<file path="src/rtl/fetch_controller_if.sv">
// Signal bundle between the fetch controller, instruction memory, the EX/MEM
// redirect source and the ID stage.
interface fetch_controller_if;
    logic        ex_mem_pc_src;
    logic [31:0] ex_mem_npc;
    logic        id_stall;
    logic        imem_ready;
    logic [31:0] imem_instr;
    logic        imem_req;
    logic [31:0] imem_addr;
    logic        id_valid;
    logic [31:0] id_npc;
    logic [31:0] id_instr;

    modport master (
        input  ex_mem_pc_src,
        input  ex_mem_npc,
        input  id_stall,
        input  imem_ready,
        input  imem_instr,
        output imem_req,
        output imem_addr,
        output id_valid,
        output id_npc,
        output id_instr
    );

    modport slave (
        output ex_mem_pc_src,
        output ex_mem_npc,
        output id_stall,
        output imem_ready,
        output imem_instr,
        input  imem_req,
        input  imem_addr,
        input  id_valid,
        input  id_npc,
        input  id_instr
    );
endinterface

</file>
<file path="src/rtl/fetch_controller.sv">
// Instruction-fetch sequencer: PC register, PC select/increment, IF/ID register
// and the request/ready handshake with instruction memory.
module fetch_controller #(
    parameter logic [31:0] RESET_PC          = 32'h0000_0000,
    parameter logic [31:0] PC_INC            = 32'd4,
    parameter int unsigned RESET_HOLD_CYCLES = 2
) (
    input  logic                 clk,
    input  logic                 rst,
    fetch_controller_if.master   bus
);

    typedef enum logic [1:0] {
        ST_BOOT  = 2'b00,
        ST_FETCH = 2'b01,
        ST_DRAIN = 2'b10
    } state_e;

    localparam logic [3:0] HOLD_INIT = 4'(RESET_HOLD_CYCLES);

    state_e      state_q,    state_d;
    logic [3:0]  hold_q,     hold_d;
    logic [31:0] pc_q,       pc_d;
    logic [31:0] target_q,   target_d;
    logic        req_q,      req_d;
    logic        id_valid_q, id_valid_d;
    logic [31:0] id_npc_q,   id_npc_d;
    logic [31:0] id_instr_q, id_instr_d;
    logic [31:0] pc_inc_s;

    assign pc_inc_s = pc_q + PC_INC;

    // Next-state and datapath selection; priority in FETCH is redirect > stall > accept > bubble.
    always_comb begin
        state_d    = state_q;
        hold_d     = hold_q;
        pc_d       = pc_q;
        target_d   = target_q;
        id_valid_d = id_valid_q;
        id_npc_d   = id_npc_q;
        id_instr_d = id_instr_q;

        case (state_q)
            ST_BOOT: begin
                if (hold_q <= 4'd1) begin
                    hold_d  = 4'd0;
                    state_d = ST_FETCH;
                end else begin
                    hold_d = hold_q - 4'd1;
                end
            end
            ST_FETCH: begin
                if (bus.ex_mem_pc_src) begin
                    id_valid_d = 1'b0;
                    if (bus.imem_ready) begin
                        pc_d = bus.ex_mem_npc;
                    end else begin
                        // Outstanding request must complete at the old address first.
                        target_d = bus.ex_mem_npc;
                        state_d  = ST_DRAIN;
                    end
                end else if (bus.id_stall) begin
                    id_valid_d = id_valid_q;
                end else if (bus.imem_ready) begin
                    id_instr_d = bus.imem_instr;
                    id_npc_d   = pc_inc_s;
                    id_valid_d = 1'b1;
                    pc_d       = pc_inc_s;
                end else begin
                    id_valid_d = 1'b0;
                end
            end
            ST_DRAIN: begin
                id_valid_d = 1'b0;
                if (bus.ex_mem_pc_src) begin
                    target_d = bus.ex_mem_npc;
                end else begin
                    target_d = target_q;
                end
                if (bus.imem_ready) begin
                    pc_d    = bus.ex_mem_pc_src ? bus.ex_mem_npc : target_q;
                    state_d = ST_FETCH;
                end else begin
                    pc_d = pc_q;
                end
            end
            default: begin
                state_d    = ST_FETCH;
                id_valid_d = 1'b0;
            end
        endcase

        req_d = (state_d != ST_BOOT);
    end

    // State, PC and IF/ID registers.
    always_ff @(posedge clk or posedge rst) begin
        if (rst) begin
            state_q    <= ST_BOOT;
            hold_q     <= HOLD_INIT;
            pc_q       <= RESET_PC;
            target_q   <= 32'h0000_0000;
            req_q      <= 1'b0;
            id_valid_q <= 1'b0;
            id_npc_q   <= 32'h0000_0000;
            id_instr_q <= 32'h0000_0000;
        end else begin
            state_q    <= state_d;
            hold_q     <= hold_d;
            pc_q       <= pc_d;
            target_q   <= target_d;
            req_q      <= req_d;
            id_valid_q <= id_valid_d;
            id_npc_q   <= id_npc_d;
            id_instr_q <= id_instr_d;
        end
    end

    assign bus.imem_req  = req_q;
    assign bus.imem_addr = pc_q;
    assign bus.id_valid  = id_valid_q;
    assign bus.id_npc    = id_npc_q;
    assign bus.id_instr  = id_instr_q;

endmodule

</file>
<file path="src/flat_wrapper.sv">
// flat-port wrapper written by rule: the top's interface ports become plain ports
module fetch_controller_flat 
#(
    parameter logic [31:0] RESET_PC          = 32'h0000_0000,
    parameter logic [31:0] PC_INC            = 32'd4,
    parameter int unsigned RESET_HOLD_CYCLES = 2
)
  (clk, rst, bus_ex_mem_pc_src, bus_ex_mem_npc, bus_id_stall, bus_imem_ready, bus_imem_instr, bus_imem_req, bus_imem_addr, bus_id_valid, bus_id_npc, bus_id_instr);
  fetch_controller_if bus_i ();
  input  logic clk;
  input  logic rst;
  input wire logic [$bits(bus_i.ex_mem_pc_src)-1:0] bus_ex_mem_pc_src;
  input wire logic [$bits(bus_i.ex_mem_npc)-1:0] bus_ex_mem_npc;
  input wire logic [$bits(bus_i.id_stall)-1:0] bus_id_stall;
  input wire logic [$bits(bus_i.imem_ready)-1:0] bus_imem_ready;
  input wire logic [$bits(bus_i.imem_instr)-1:0] bus_imem_instr;
  output wire logic [$bits(bus_i.imem_req)-1:0] bus_imem_req;
  output wire logic [$bits(bus_i.imem_addr)-1:0] bus_imem_addr;
  output wire logic [$bits(bus_i.id_valid)-1:0] bus_id_valid;
  output wire logic [$bits(bus_i.id_npc)-1:0] bus_id_npc;
  output wire logic [$bits(bus_i.id_instr)-1:0] bus_id_instr;
  assign bus_i.ex_mem_pc_src = bus_ex_mem_pc_src;
  assign bus_i.ex_mem_npc = bus_ex_mem_npc;
  assign bus_i.id_stall = bus_id_stall;
  assign bus_i.imem_ready = bus_imem_ready;
  assign bus_i.imem_instr = bus_imem_instr;
  assign bus_imem_req = bus_i.imem_req;
  assign bus_imem_addr = bus_i.imem_addr;
  assign bus_id_valid = bus_i.id_valid;
  assign bus_id_npc = bus_i.id_npc;
  assign bus_id_instr = bus_i.id_instr;
  fetch_controller #(.RESET_PC(RESET_PC), .PC_INC(PC_INC), .RESET_HOLD_CYCLES(RESET_HOLD_CYCLES)) u_core (.clk(clk), .rst(rst), .bus(bus_i));
endmodule
</file>
<file path="config.mk">
export PLATFORM = sky130hd
export DESIGN_NAME = fetch_controller_flat
export DESIGN_NICKNAME = d
export VERILOG_FILES = /design/src/rtl/fetch_controller_if.sv /design/src/rtl/fetch_controller.sv /design/src/flat_wrapper.sv
export SDC_FILE = /design/constraint.sdc
export NUM_CORES = 1
export LEC_CHECK = 0
export BUFFER_PORTS_ARGS = -buffer_cell sky130_fd_sc_hd__clkbuf_2
export CORE_ASPECT_RATIO = 0.9
export CORE_MARGIN = 2
export CORE_UTILIZATION = 53
export CTS_CLUSTER_DIAMETER = 120
export CTS_CLUSTER_SIZE = 20
export DETAILED_ROUTE_END_ITERATION = 12
export PLACE_DENSITY = 0.81
export SETUP_SLACK_MARGIN = 0.2
export SYNTH_ARGS = -nofsm -noshare
export SYNTH_HDL_FRONTEND = slang
export SYNTH_SLANG_ARGS = --single-unit
</file>
<file path="constraint.sdc">
create_clock -name clk -period 4.6 [get_ports clk]
set_clock_uncertainty 0.1 [all_clocks]
set_input_delay 0.46 -clock clk [delete_from_list [all_inputs] [get_ports clk]]
set_output_delay 0.46 -clock clk [all_outputs]
set_load 0.05 [all_outputs]
</file>
Word level (Yosys, flattened, before mapping)
Cells that the tools add are included.
- add/subtract/negate cells: 2
- order comparisons: 1
- eq/ne operators: 7
- muxes and demuxes: 20
- bitwise gates (word level): 3
- reduce and logical (&&, ||, !) cells: 7
- operator list (cell ; count):
    32-bit two-way mux ; 8
    32-bit one-hot mux with 2 select lines ; 2
    32-bit by 3-bit adder with 32-bit output, second input constant ; 1
    2-bit two-way mux ; 4
    2-bit inequality test, second input constant ; 4
    4-bit AND reduction ; 2
    2-bit one-hot mux with 3 select lines ; 1
    4-bit by 1-bit less-or-equal comparator with 1-bit output, second input constant ; 1
    4-bit two-way mux ; 1
    2-bit nonzero test ; 2
    4-bit by 1-bit subtractor with 4-bit output, second input constant ; 1
    1-bit two-way mux ; 3
    3-bit inequality test, second input constant ; 1
    1-bit inverter ; 3
    3-bit AND reduction ; 1
    2-bit by 1-bit equality test with 1-bit output, second input constant ; 1
    2-bit equality test, second input constant ; 1
    2-bit zero test ; 1
    1-bit one-hot mux with 2 select lines ; 1
    2-bit AND reduction ; 1
- flip-flop bits (word level): 136
- bits of input ports: 69
- output and inout port bits: 98
- word-level logic and storage cells: 48

Logic depth before layout (Yosys ltp)
Gate-level depths: netlist (run 1).
- word-level depth: 5
- depth in mapped cells: 8
- mapped depth without buffers: 6

Worst setup path after synthesis (run 1)
OpenSTA, ideal clock, no wires.
- kind: flip-flop to flip-flop
- start point: register u_core.pc_q[2] (netlist: u_core.bus.imem_addr[2])
- end point: register u_core.pc_q[24] (netlist: u_core.bus.imem_addr[24])
- library setup time: 0.083 ns
- arrival: 2.140 ns
- required time: 4.417 ns
- slack: 2.278 ns
- stages on the path, launching flop included: 8
- path buffers: 1
- period minus slack after synthesis: 2.322 ns
- cells stage by stage: dfrtp_1 -> ha_1 -> nand4_2 -> nor3_4 -> buf_4 -> nand3_2 -> o31a_1 -> o22ai_1
- longest elaborated chain between the ends: 5
- RTL lines (item ; RTL line ; source):
    start, declared ; fetch_controller.sv:23 ; logic [31:0] pc_q, pc_d;
    start signal, assigned ; fetch_controller.sv:110 ; pc_q <= pc_d;
    32-bit by 3-bit adder with 32-bit output ; fetch_controller.sv:31 ; assign pc_inc_s = pc_q + PC_INC;
    32-bit two-way mux ; fetch_controller.sv:64 ; end else if (bus.imem_ready) begin
    32-bit two-way mux ; fetch_controller.sv:62 ; end else if (bus.id_stall) begin
    32-bit two-way mux ; fetch_controller.sv:53 ; if (bus.ex_mem_pc_src) begin
    32-bit one-hot mux with 2 select lines ; fetch_controller.sv:43 ; case (state_q)
Every way passes these cells. The select of a mux whose other input is x is not followed.
A chain may end at the register's enable or synchronous reset.

Worst setup path after layout (run 1)
- start point: register u_core.state_q[0]
- end point: register u_core.pc_q[28] (netlist: u_core.bus.imem_addr[28])
- longest elaborated chain between the ends: 3
- elaborated cells on any way between the ends: 8
- those cells by class: eq/ne: 5; mux: 1; reduce/logical: 2
- RTL lines (item ; RTL line ; source):
    start, declared ; fetch_controller.sv:21 ; state_e state_q, state_d;
    start signal, assigned ; fetch_controller.sv:108 ; state_q <= state_d;
    2-bit by 1-bit equality test with 1-bit output / 2-bit equality test (equally long branches) ; fetch_controller.sv:43 ;
    3-bit inequality test (no line), or another cell as far along ; - ;
    4-bit AND reduction (no line) ; - ;
Several ways; a longest one is shown, not always the timed one.

==> impl_results.md, run 1 <==
- Status: completed
- Clk buf depth: 2
- Post-CTS setup buffer count: 0
- Final instance area: around 0.0080 mm²
- Starting DRC count in detailed routing: 490
- # nets final: about 840
- Vias: between 5000 and 6000
- Clock tree root buffer cell: clkbuf_16
- Yosys reg bits: 136
- Rel. slew slack: about 24%
- Top cells by area, synth: dfrtp_1 (51%), mux2_2 (11%), o21ai_0 (4.9%)
- Ys flop type: dfrtp_1
- Setup WS pre-CTS: 1851 ps
- Worst Path Required: just under 5000 ps
- IO Pins: between 150 and 200
- Top cell type by total area after synthesis: dfrtp_1
- Synth Area in Simple Gates: roughly 13%
- Crit share post-route: roughly 62%
- Post-synth EDFFs: 0
- Filler cell count: roughly 950
- Later-pin clock latency in the skew report: 420 ps
- Switching Share: between 40% and 50%
- Antenna violations before repair: 0
- Combinational Power Share: roughly 35%
- Post-Synth XOR/XNOR Area: 3.718%
- CP Max Fanout: 29
- Final setup vio count: 0
- Dpl hpwl: roughly 12 mm
- Crit Path Class: flop to flop
- Measured slew at the worst slew-check pin: between 1000 and 1500 ps
- Net Count, Synth: 695
- Sequential fraction of the synthesis area: 51.61%
- # H-tree levels: 4
- Fmax: roughly 0.35 GHz
- GRT overflow: 0
- Setup_tns: 0 ps
- Tot GR Track Use: roughly 26%
- Core Footprint: around 0.012 mm²
- Final Wtd Congestion: 0.9028
- Mux share of post-synthesis cell area: approximately 11%
- Die width: 121.6 µm
- Synth Area in Compound Gates: approximately 15%
- Clk sinks: ~140
- Cts repair resizes: 0
- Std-Cell Rows: 38
- Hold slack: between 100 and 150 ps
- Warnings from Yosys: 0
- Drt total wl: roughly 17 mm
- Cell count after synthesis: a little over 600
- Crit start category: flop
- Leakage power total: 3.750 nW
- Largest family of logic cells by synthesized area: compound AO/OA/AOI/OAI gates
- DRT Pass-1 Iters: 5
- Buffers on Ports: between 150 and 200
- RSZ-0062 raised after global routing: no
- Placed Area: around 0.0074 mm²
- Synthesized area: approximately 0.0066 mm²
- Peak VDD IR: between 0.2 and 0.3 mV
- Chip height: approximately 110 µm
- First-pass GRT wire length: between 20 and 30 mm
- Synth top area share: 51.21%
- ANT nets after route: 0
- Initial Util: a little over half
- TritonCTS Buffers: 17
- CP Data Arrival Time: between 3000 and 4000 ps
- Routed len/inst: approximately 18 µm
- Min-Delay Path Class: input port to asynchronous set/reset pin
- Adder and majority gate portion of the synthesized area: less than 1%
- Drt drc: 0
- # Max-Cap Violations: 0
- Leading cell types in the layout, fill and taps excluded: clkbuf_2 (166), dfrtp_1 (135), nand2_1 (72)
- Vias in the first global route: between 5000 and 6000
- Largest net degree at the start of global routing: about 100
- Slowest-stage cell, CP: nand2_1
- CP endpoint kind: flop
- Sequential Power Share: between 30% and 40%
- CP peak stage delay: roughly 800 ps
- Unique masters post-synth: 52
- Worst-path cell chain: nand2b_1 -> nand2_1 -> o31a_1 -> o22ai_1
- Int Power: 2.811 mW
- Hold buffers post-CTS: 0
- Clock Power Share: between 20% and 30%
- Final worst-path setup slack: 1734 ps
- CTS tree: built
- Fin. max-slew vios: 0
- Syn_area_per_cell: 10.59 µm²
- Worst Path Buf+Inv: 0
- Die area: 0.01336 mm²
- Hold Violations, Final: 0
- Synth-to-layout area growth: 21.59%
- Async set-reset flop share out of synthesis: 100.0%
- Utilization after layout: between 60% and 70%
- Delay-heaviest family, CP: simple AND/OR/NAND/NOR gates
- Ant diodes: 0
- Pwr Density: approximately 600 mW/mm²
- Switching pwr: roughly 2 mW
- Final min period: ~2900 ps
- Drt via density: ~5.7
- Reg clk slew, reported paths: 50 ps
- Layout cells sized above 1: a little over a third
- Commonest non-fill, non-tap cell in the layout: clkbuf_2
area by class of cell:
| class | instances | area (µm²) | share of cell area (%) |
|---|---|---|---|
| clock buffers | 24 | 501.7 | 6.256 |
| clock inverters | 8 | 92.59 | 1.154 |
| inverters | 16 | 65.06 | 0.8112 |
| multi-input cells | 426 | 2895 | 36.10 |
| flip-flops and latches | 136 | 3405 | 42.45 |
| well taps | 160 | 200.2 | 2.496 |
| repair buffers | 170 | 860.8 | 10.73 |
registers in the layout (all words and copies together), names as in the netlist:
signal                flops
u_core.bus.id_npc        32
u_core.bus.imem_req       1
u_core.hold_q             4
u_core.bus.id_instr      32
u_core.state_q            2
u_core.target_q          32
u_core.bus.id_valid       1
u_core.bus.imem_addr     32
worst reg2reg max path, delay by kind of cell (launching register included):
kind               cells  cell delay [ps]
and+or+nand+nor        2             1380
AOI/OAI and AO/OA      2              740
DFF                    1              540
through the flow:
step / cells / power [mW]
6_report: 940 / 4.816
4_1_cts: 940 / 4.836
2_1_floorplan: 623 / 3.047
5_1_grt: 940 / 5.028
3_3_place_gp: 908 / 3.429
3_5_place_dp: 908 / 3.486
path summary, 6_finish.rpt:
| kind | startpoint | end | slack, ps | cells after the start |
|---|---|---|---|---|
| max in group asynchronous | rst | u_core.bus.id_npc[13] | 3200 | 3 |
| max reg2reg | u_core.state_q[0] | u_core.bus.imem_addr[28] | 1730 | 4 |
| min | rst | u_core.bus.id_instr[17] | 110 | 2 |
| min in group clk | bus_imem_instr[4] | u_core.bus.id_instr[4] | 170 | 2 |
| max | u_core.state_q[0] | u_core.bus.imem_addr[28] | 1730 | 4 |
| min reg2reg | u_core.bus.id_npc[12] | u_core.bus.id_npc[12] | 380 | 2 |
metal layers:
metal | part of all wire, % | global-route usage, % | vias to the layer above
met1 | 44 | 34.54 | 2648
met2 | 47 | 41.05 | 228
met3 | 7.1 | 6.846 | 20
li1 | - | - | 2494
met5 | 0 | 0 | -
met4 | 1.5 | 7.718 | 0
Yosys cell counts, types with 6 or more instances:
cell type	instances
mux2_2	65
inv_1	16
a21oi_1	32
a221oi_1	6
xnor2_1	18
nor2_1	30
and3_1	9
clkbuf_1	18
nor3b_1	7
nand2_1	73
nand3_1	13
o21ai_0	64
o22ai_1	10
dfrtp_1	135
xor2_1	10
o31ai_1	6
o31a_1	8
buf_2	13
kinds of logic (layout without fill, tap and decap cells):
family,Yosys count,after routing
and+or+nand+nor,169,169
muxes,67,67
xor gates and xnor gates,28,28
AOI/OAI and AO/OA,159,159
adders and majority gates,3,3
buffers and inverters,61,218
DFF,136,136
power by group through the flow:
stage | logic (mW) | registers (mW) | clock network (mW)
5_1_grt | 1.80 | 1.80 | 1.42
4_1_cts | 1.71 | 1.76 | 1.36
3_3_place_gp | 1.68 | 1.75 | 0
2_1_floorplan | 0.510 | 2.54 | 0
3_5_place_dp | 1.71 | 1.78 | 0
6_report | 1.70 | 1.76 | 1.35
No activity file was read; power rests on OpenSTA's default activity.
==> run 2, diff against run 1 <==
- clock period: 4.6 -> 2.92 ns (I/O delays scaled with it)
==> run 2 against run 1 <==
Net effect:
- the run now ends with negative hold slack left
- sequential cell count is the same
- core utilization up 1.9 points
- cell count grew 2.4%
- total power up 59%
- fmax increased by 17%
- critical path depth rose by 2
- first-iteration DRC count is 7.8% lower
- non-clock buffer count up 23
- design area up 2.9%
- worst setup slack got worse by 1300 ps
==> impl_results.md, run 2 (synthesized netlist as in run 1, its figures left out) <==
- Status: complete, but fails checks
- Failing checks: negative hold slack
- Clock Power Share: 28.4% (+0.4 points)
- Setup_tns: 0 ps (unchanged)
- Placed insts: 917 (+0.99%)
- Dpl hpwl: 11.58 mm (-0.77%)
- Rel. slew slack: 44.22% (+20 points)
- CP Max Fanout: 11 (-62%)
- Layout cells sized above 1: 36.86% (+0.32 points)
- Switching pwr: 3.228 mW (+61%)
- Final min period: 2449 ps (-417.8 ps)
- Switching Share: 42.16% (+0.53 points)
- Clk buf depth: 2 (unchanged)
- Setup WS pre-CTS: 536.3 ps (-1314 ps)
- Crit start category: flop
- Footprint of the multi-input gates: 0.002895 mm² (unchanged)
- Drt via density: 5.697 (-0.65%)
- Sequential Power Share: 36.2% (-0.4 points)
- Fin. max-slew vios: 0 (unchanged)
- DRT Pass-1 Iters: 5 (unchanged)
- CP endpoint kind: flop
- Largest net degree at the start of global routing: 137 (+38%)
- Die width: 121.6 µm (unchanged)
- Crit Path Class: flop to flop
- # Max-Cap Violations: 0 (unchanged)
- Clk sinks: 136 (unchanged)
- Buffers on Ports: 166 (unchanged)
- Chip height: 109.8 µm (unchanged)
- RSZ-0062 raised after global routing: no
- IO Pins: 167 (unchanged)
- Ant diodes: 0 (unchanged)
- Tot GR Track Use: 26.00% (+0.36 points)
- # nets final: 862 (+2.7%)
- Measured slew at the worst slew-check pin: 835.8 ps (-297.7 ps)
- Vias: 5486 (+1.8%)
- Later-pin clock latency in the skew report: 420 ps (about the same)
- Core Footprint: 0.01208 mm² (unchanged)
- Synth-to-layout area growth: 25.06%
- Std-Cell Rows: 38 (unchanged)
- Pwr Density: 928.2 mW/mm² (+55%)
- Leakage power total: 3.841 nW (+2.4%)
- Int Power: 4.428 mW (+58%)
- CTS tree: built
- Cts repair resizes: 0 (unchanged)
- Worst-path cell chain: ha_1 -> nand4_2 -> nor3_4 -> nand4_1 -> o31a_1 -> o22ai_1
- Crit share post-route: 83.85% (+22 points)
- Routed len/inst: 17.40 µm (-1.9%)
- ANT nets after route: 0 (unchanged)
- Die area: 0.01336 mm² (unchanged)
- Slowest-stage cell, CP: nor3_4
- Register area: 0.003405 mm² (unchanged)
- CP peak stage delay: 540 ps (-260 ps)
- Antenna violations before repair: 0 (unchanged)
- Final Wtd Congestion: 0.8634 (-4.4%)
- Vias in the first global route: 5273 (+4.2%)
- GRT overflow: 0 (unchanged)
- Final setup vio count: 0 (unchanged)
- Min-Delay Path Class: input port to asynchronous set/reset pin
- Utilization after layout: 68.31% (+1.9 points)
- CP Data Arrival Time: 2690 ps (-400 ps)
- Leading cell types in the layout, fill and taps excluded: clkbuf_2 (166), dfrtp_1 (135), nand2_1 (72)
- First-pass GRT wire length: 26.59 mm (+2.0%)
- Drt drc: 0 (unchanged)
- Post-CTS setup buffer count: 0 (unchanged)
- Reg clk slew, reported paths: 60 ps (about the same)
- Starting DRC count in detailed routing: 452 (-7.8%)
- Final Non-Filler Cells: 963 (+2.4%)
- # H-tree levels: 4 (unchanged)
- Hold slack: -84.60 ps (-198.5 ps)
- Drt total wl: 16.76 mm (+0.52%)
- Worst Path Required: 3160 ps (-1660 ps)
- Filler cell count: 920 (-2.7%)
- Final worst-path setup slack: 471.5 ps (-1262 ps)
- Peak VDD IR: 0.6948 mV (+150%)
- Initial Util: 54.62% (unchanged)
- TritonCTS Buffers: 17 (unchanged)
- Hold Violations, Final: 53 (+53)
- Clock tree root buffer cell: clkbuf_16
- Fmax: 0.4084 GHz (+17%)
- Commonest non-fill, non-tap cell in the layout: clkbuf_2
- Combinational Power Share: 35.4% (about the same)
## run 2: per-layer routing
| metal | wire, µm | track usage, % |
|---|---|---|
| met4 | 345 | 11.41 |
| met1 | 7160 | 33.32 |
| met3 | 1488 | 8.402 |
| met2 | 7765 | 40.73 |
| met5 | 0 | 0 |
## run 2: path summary, 6_finish.rpt
path	cells past startpoint	to	startpoint	slack, ps
hold / removal	3	u_core.bus.id_instr[18]	rst	-80
setup / recovery	6	u_core.bus.imem_addr[30]	u_core.bus.imem_addr[2]	470
setup reg to reg	6	u_core.bus.imem_addr[30]	u_core.bus.imem_addr[2]	470
min in group clk	2	u_core.bus.id_instr[14]	bus_imem_instr[14]	10
hold reg to reg	2	u_core.bus.id_npc[11]	u_core.bus.id_npc[11]	380
max in group asynchronous	3	u_core.target_q[28]	rst	2160
## run 2: layout make-up
type	count	area share, %
flip-flops and latches	136	41.27
multi-input cells	426	35.10
repair buffers	193	13.10
clock buffers	17	5.157
well taps	160	2.427
clock inverters	15	2.169
inverters	16	0.7735
## run 2: power by group through the flow
stage | clock network, mW | logic [mW] | registers [mW]
6_report | 2.17 | 2.71 | 2.77
5_1_grt | 2.30 | 2.87 | 2.83
4_1_cts | 2.20 | 2.73 | 2.76
3_5_place_dp | 0 | 2.70 | 2.79
3_3_place_gp | 0 | 2.65 | 2.75
2_1_floorplan | 0 | 0.804 | 4.00
## run 2: through the flow
stage	hold WS (ps)	power (mW)	cell area [µm²]
CTS	0.1104	7.697	8249
finish	-84.60	7.657	8249
global placement	362.3	5.405	7505
floorplan	270.1	4.801	6600
global route	2.469	7.999	8249
detailed placement	369.6	5.492	7505
## run 2: repair_timing
item                                    CTS  global route
hold buffers                             14             0
endpoints found under the setup margin    0             0
endpoints found under the hold margin    14             0
## run 2: worst max-delay path, delay by kind of cell (launching register included)
kind	cells	cell delay (ps)
AOI/OAI and AO/OA	2	460
adders and majority gates	1	310
DFF	1	490
and+or+nand+nor	3	1010
==> run 3, diff against run 2 <==
- clock period: 2.92 -> 2.4 ns (I/O delays scaled with it)
==> run 3 against run 2 <==
Net effect:
- the run now ends clean
- cell count is 6.0% higher
- total power is 24% higher
- first-iteration DRC count is 19% higher
- routed wire length is 11% higher
- worst hold slack better by 98 ps
- sequential share of layout area is 3.0 points lower
- clock power is 24% higher
- core utilization is 5.4 points higher
- die area stayed put
- sequential cell count stayed put
- count of clock-buffer cells in the layout is 7 higher
- critical path type unchanged
- largest power group is now combinational cells
- highest routed layer unchanged
==> impl_results.md, run 3 (synthesized netlist as in run 1, its figures left out) <==
- Drt drc: 0 (unchanged)
- Synth-to-layout area growth: 34.88%
- Chip height: 109.8 µm (unchanged)
- Placed insts: 920 (+0.33%)
- Drt total wl: 18.59 mm (+11%)
- Clk buf depth: 2 (unchanged)
- Min-Delay Path Class: input port to flop
- Rel. slew slack: 42.60% (-1.6 points)
- Crit start category: flop
- # nets final: 919 (+6.6%)
- Peak VDD IR: 0.5187 mV (-25%)
- Vias: 5793 (+5.6%)
- Final Power: 9.497 mW (+24%)
- Worst-path cell chain: nand2b_2 -> nand2_1 -> buf_4 -> a21oi_1 -> o21ai_0 -> o21ai_0
- Die area: 0.01336 mm² (unchanged)
- Final Wtd Congestion: 0.8524 (-1.3%)
- Std-Cell Rows: 38 (unchanged)
- Slowest-stage cell, CP: dfrtp_1
- CP peak stage delay: 490 ps (-50 ps)
- Drt via density: 5.674 (-0.40%)
- # H-tree levels: 4 (unchanged)
- Fin. max-slew vios: 0 (unchanged)
- Starting DRC count in detailed routing: 538 (+19%)
- Leading cell types in the layout, fill and taps excluded: clkbuf_2 (166), dfrtp_1 (133), nand2_1 (72)
- Leakage power total: 4.138 nW (+7.7%)
- CP Data Arrival Time: 2280 ps (-410 ps)
- Pwr Density: 1067 mW/mm² (+15%)
- Hold Violations, Final: 0 (-100%)
- Routed len/inst: 18.21 µm (+4.6%)
- Measured slew at the worst slew-check pin: 860.0 ps (+24.26 ps)
- GR met1 Demand/Resource: 35.10% (+1.8 points)
- Crit path top cell by count: o21ai_0
- Utilization after layout: 73.67% (+5.4 points)
- Tot GR Track Use: 28.41% (+2.4 points)
- Dpl hpwl: 12.41 mm (+7.1%)
- Placed Area: 0.007605 mm² (+1.3%)
- Gr busiest metal: met2
- Largest net degree at the start of global routing: 52 (-62%)
- Final instance area: 0.008897 mm² (+7.9%)
- # Max-Cap Violations: 0 (unchanged)
- Die width: 121.6 µm (unchanged)
- Fmax: 0.4726 GHz (+16%)
- Met2 usage: 48.48% (+7.7 points)
- CTS tree: built
- Antenna violations before repair: 1 (+1)
- Filler cell count: 818 (-11%)
- First-pass GRT wire length: 28.97 mm (+8.9%)
- RSZ-0062 raised after global routing: no
- Core Footprint: 0.01208 mm² (unchanged)
- Clk sinks: 136 (unchanged)
- ANT nets after route: 0 (unchanged)
- CP Max Fanout: 29 (+18)
- Setup_tns: 0 ps (unchanged)
- Commonest non-fill, non-tap cell in the layout: clkbuf_2
- GRT overflow: 0 (unchanged)
- M3 GR Usage: 7.780% (-0.62 points)
- Crit share post-route: 88.16% (+4.3 points)
- Reg clk slew, reported paths: 50 ps (about the same)
- Register area: 0.003407 mm² (about the same)
- Crit Path Class: flop to flop
- Status: completed
- Clock tree root buffer cell: clkbuf_16
- DRT Pass-1 Iters: 6 (+1)
- Delay-heaviest family, CP: compound AO/OA/AOI/OAI gates
- Initial Util: 54.62% (unchanged)
- Layout cells sized above 1: 35.47% (-1.4 points)
- Footprint of the multi-input gates: 0.002898 mm² (about the same)
- CP endpoint kind: flop
- Vias in the first global route: 5752 (+9.1%)
- Final Non-Filler Cells: 1021 (+6.0%)
- Final setup vio count: 0 (unchanged)
- Buffers on Ports: 166 (unchanged)
- Later-pin clock latency in the skew report: 430 ps (about the same)
- Worst Path Buf+Inv: 1 (+1)
- Worst Path Required: 2570 ps (-590 ps)
- TritonCTS Buffers: 17 (unchanged)
- Final min period: 2116 ps (-332.7 ps)
- IO Pins: 167 (unchanged)
-- run 3: cell count changes in the layout (fill, tap and decap cells not counted), moves of 2 or more --
cell	before	now
dfrtp_2	0	2
buf_12	1	8
dfrtp_1	135	133
dlygate4sd3_1	14	62
clkbuf_1	0	3
clkinvlp_4	5	2
clkinv_4	4	0
clkbuf_8	0	4
buf_4	12	14
-- run 3: cell type report --
| class | instances | share of cell area, % |
|---|---|---|
| antenna | 1 | 0.02813 |
| timing repair buffer | 250 | 19.29 |
| multi-input combinational | 426 | 32.57 |
| sequential | 136 | 38.29 |
| tap | 160 | 2.250 |
| inverter | 16 | 0.7172 |
| clock inverter | 8 | 1.322 |
| clock buffer | 24 | 5.527 |
-- run 3: power by group --
| part | switching [mW] | internal, mW |
|---|---|---|
| sequential | 0.521 | 2.88 |
| combinational | 2.47 | 0.948 |
| clock | 0.941 | 1.73 |
| total | 3.93 | 5.56 |
-- run 3: per-layer routing --
metal	vias up	routed length [µm]
met4	0	347
met5	-	0
met3	34	1459
li1	2668	-
met2	268	9165
met1	2823	7617
-- run 3: worst min-delay path: cells and delay by family --
family          cells  cell delay, ps
buf+inv             1              80
simple gates        1              90
compound gates      1              80
-- run 3: path summary, 6_finish.rpt --
| check | from | endpoint | slack, ps | depth (start not counted) |
|---|---|---|---|---|
| max | u_core.state_q[0] | u_core.bus.imem_addr[8] | 280 | 6 |
| min | bus_ex_mem_npc[0] | u_core.target_q[0] | 10 | 3 |
| max reg2reg | u_core.state_q[0] | u_core.bus.imem_addr[8] | 280 | 6 |
| min reg2reg | u_core.bus.id_npc[9] | u_core.bus.id_npc[9] | 370 | 2 |
| max in group asynchronous | rst | u_core.hold_q[1] | 1120 | 4 |
| min in group asynchronous | rst | u_core.bus.id_instr[20] | 380 | 3 |
-- run 3: stage by stage --
stage / worst slack, ps / hold slack [ps]
6_report: 284.1 / 12.94
2_1_floorplan: 221.5 / 218.1
3_5_place_dp: 239.4 / 286.7
5_1_grt: 221.5 / 22.30
4_1_cts: 206.2 / 1.387
3_3_place_gp: 297.2 / 290.7
-- run 3: what timing repair did --
item	in CTS	in global routing
hold buffers	62	0
setup endpoints to repair	0	25
buffers inserted	0	6
hold endpoints to repair	91	0
gates resized for setup	0	1
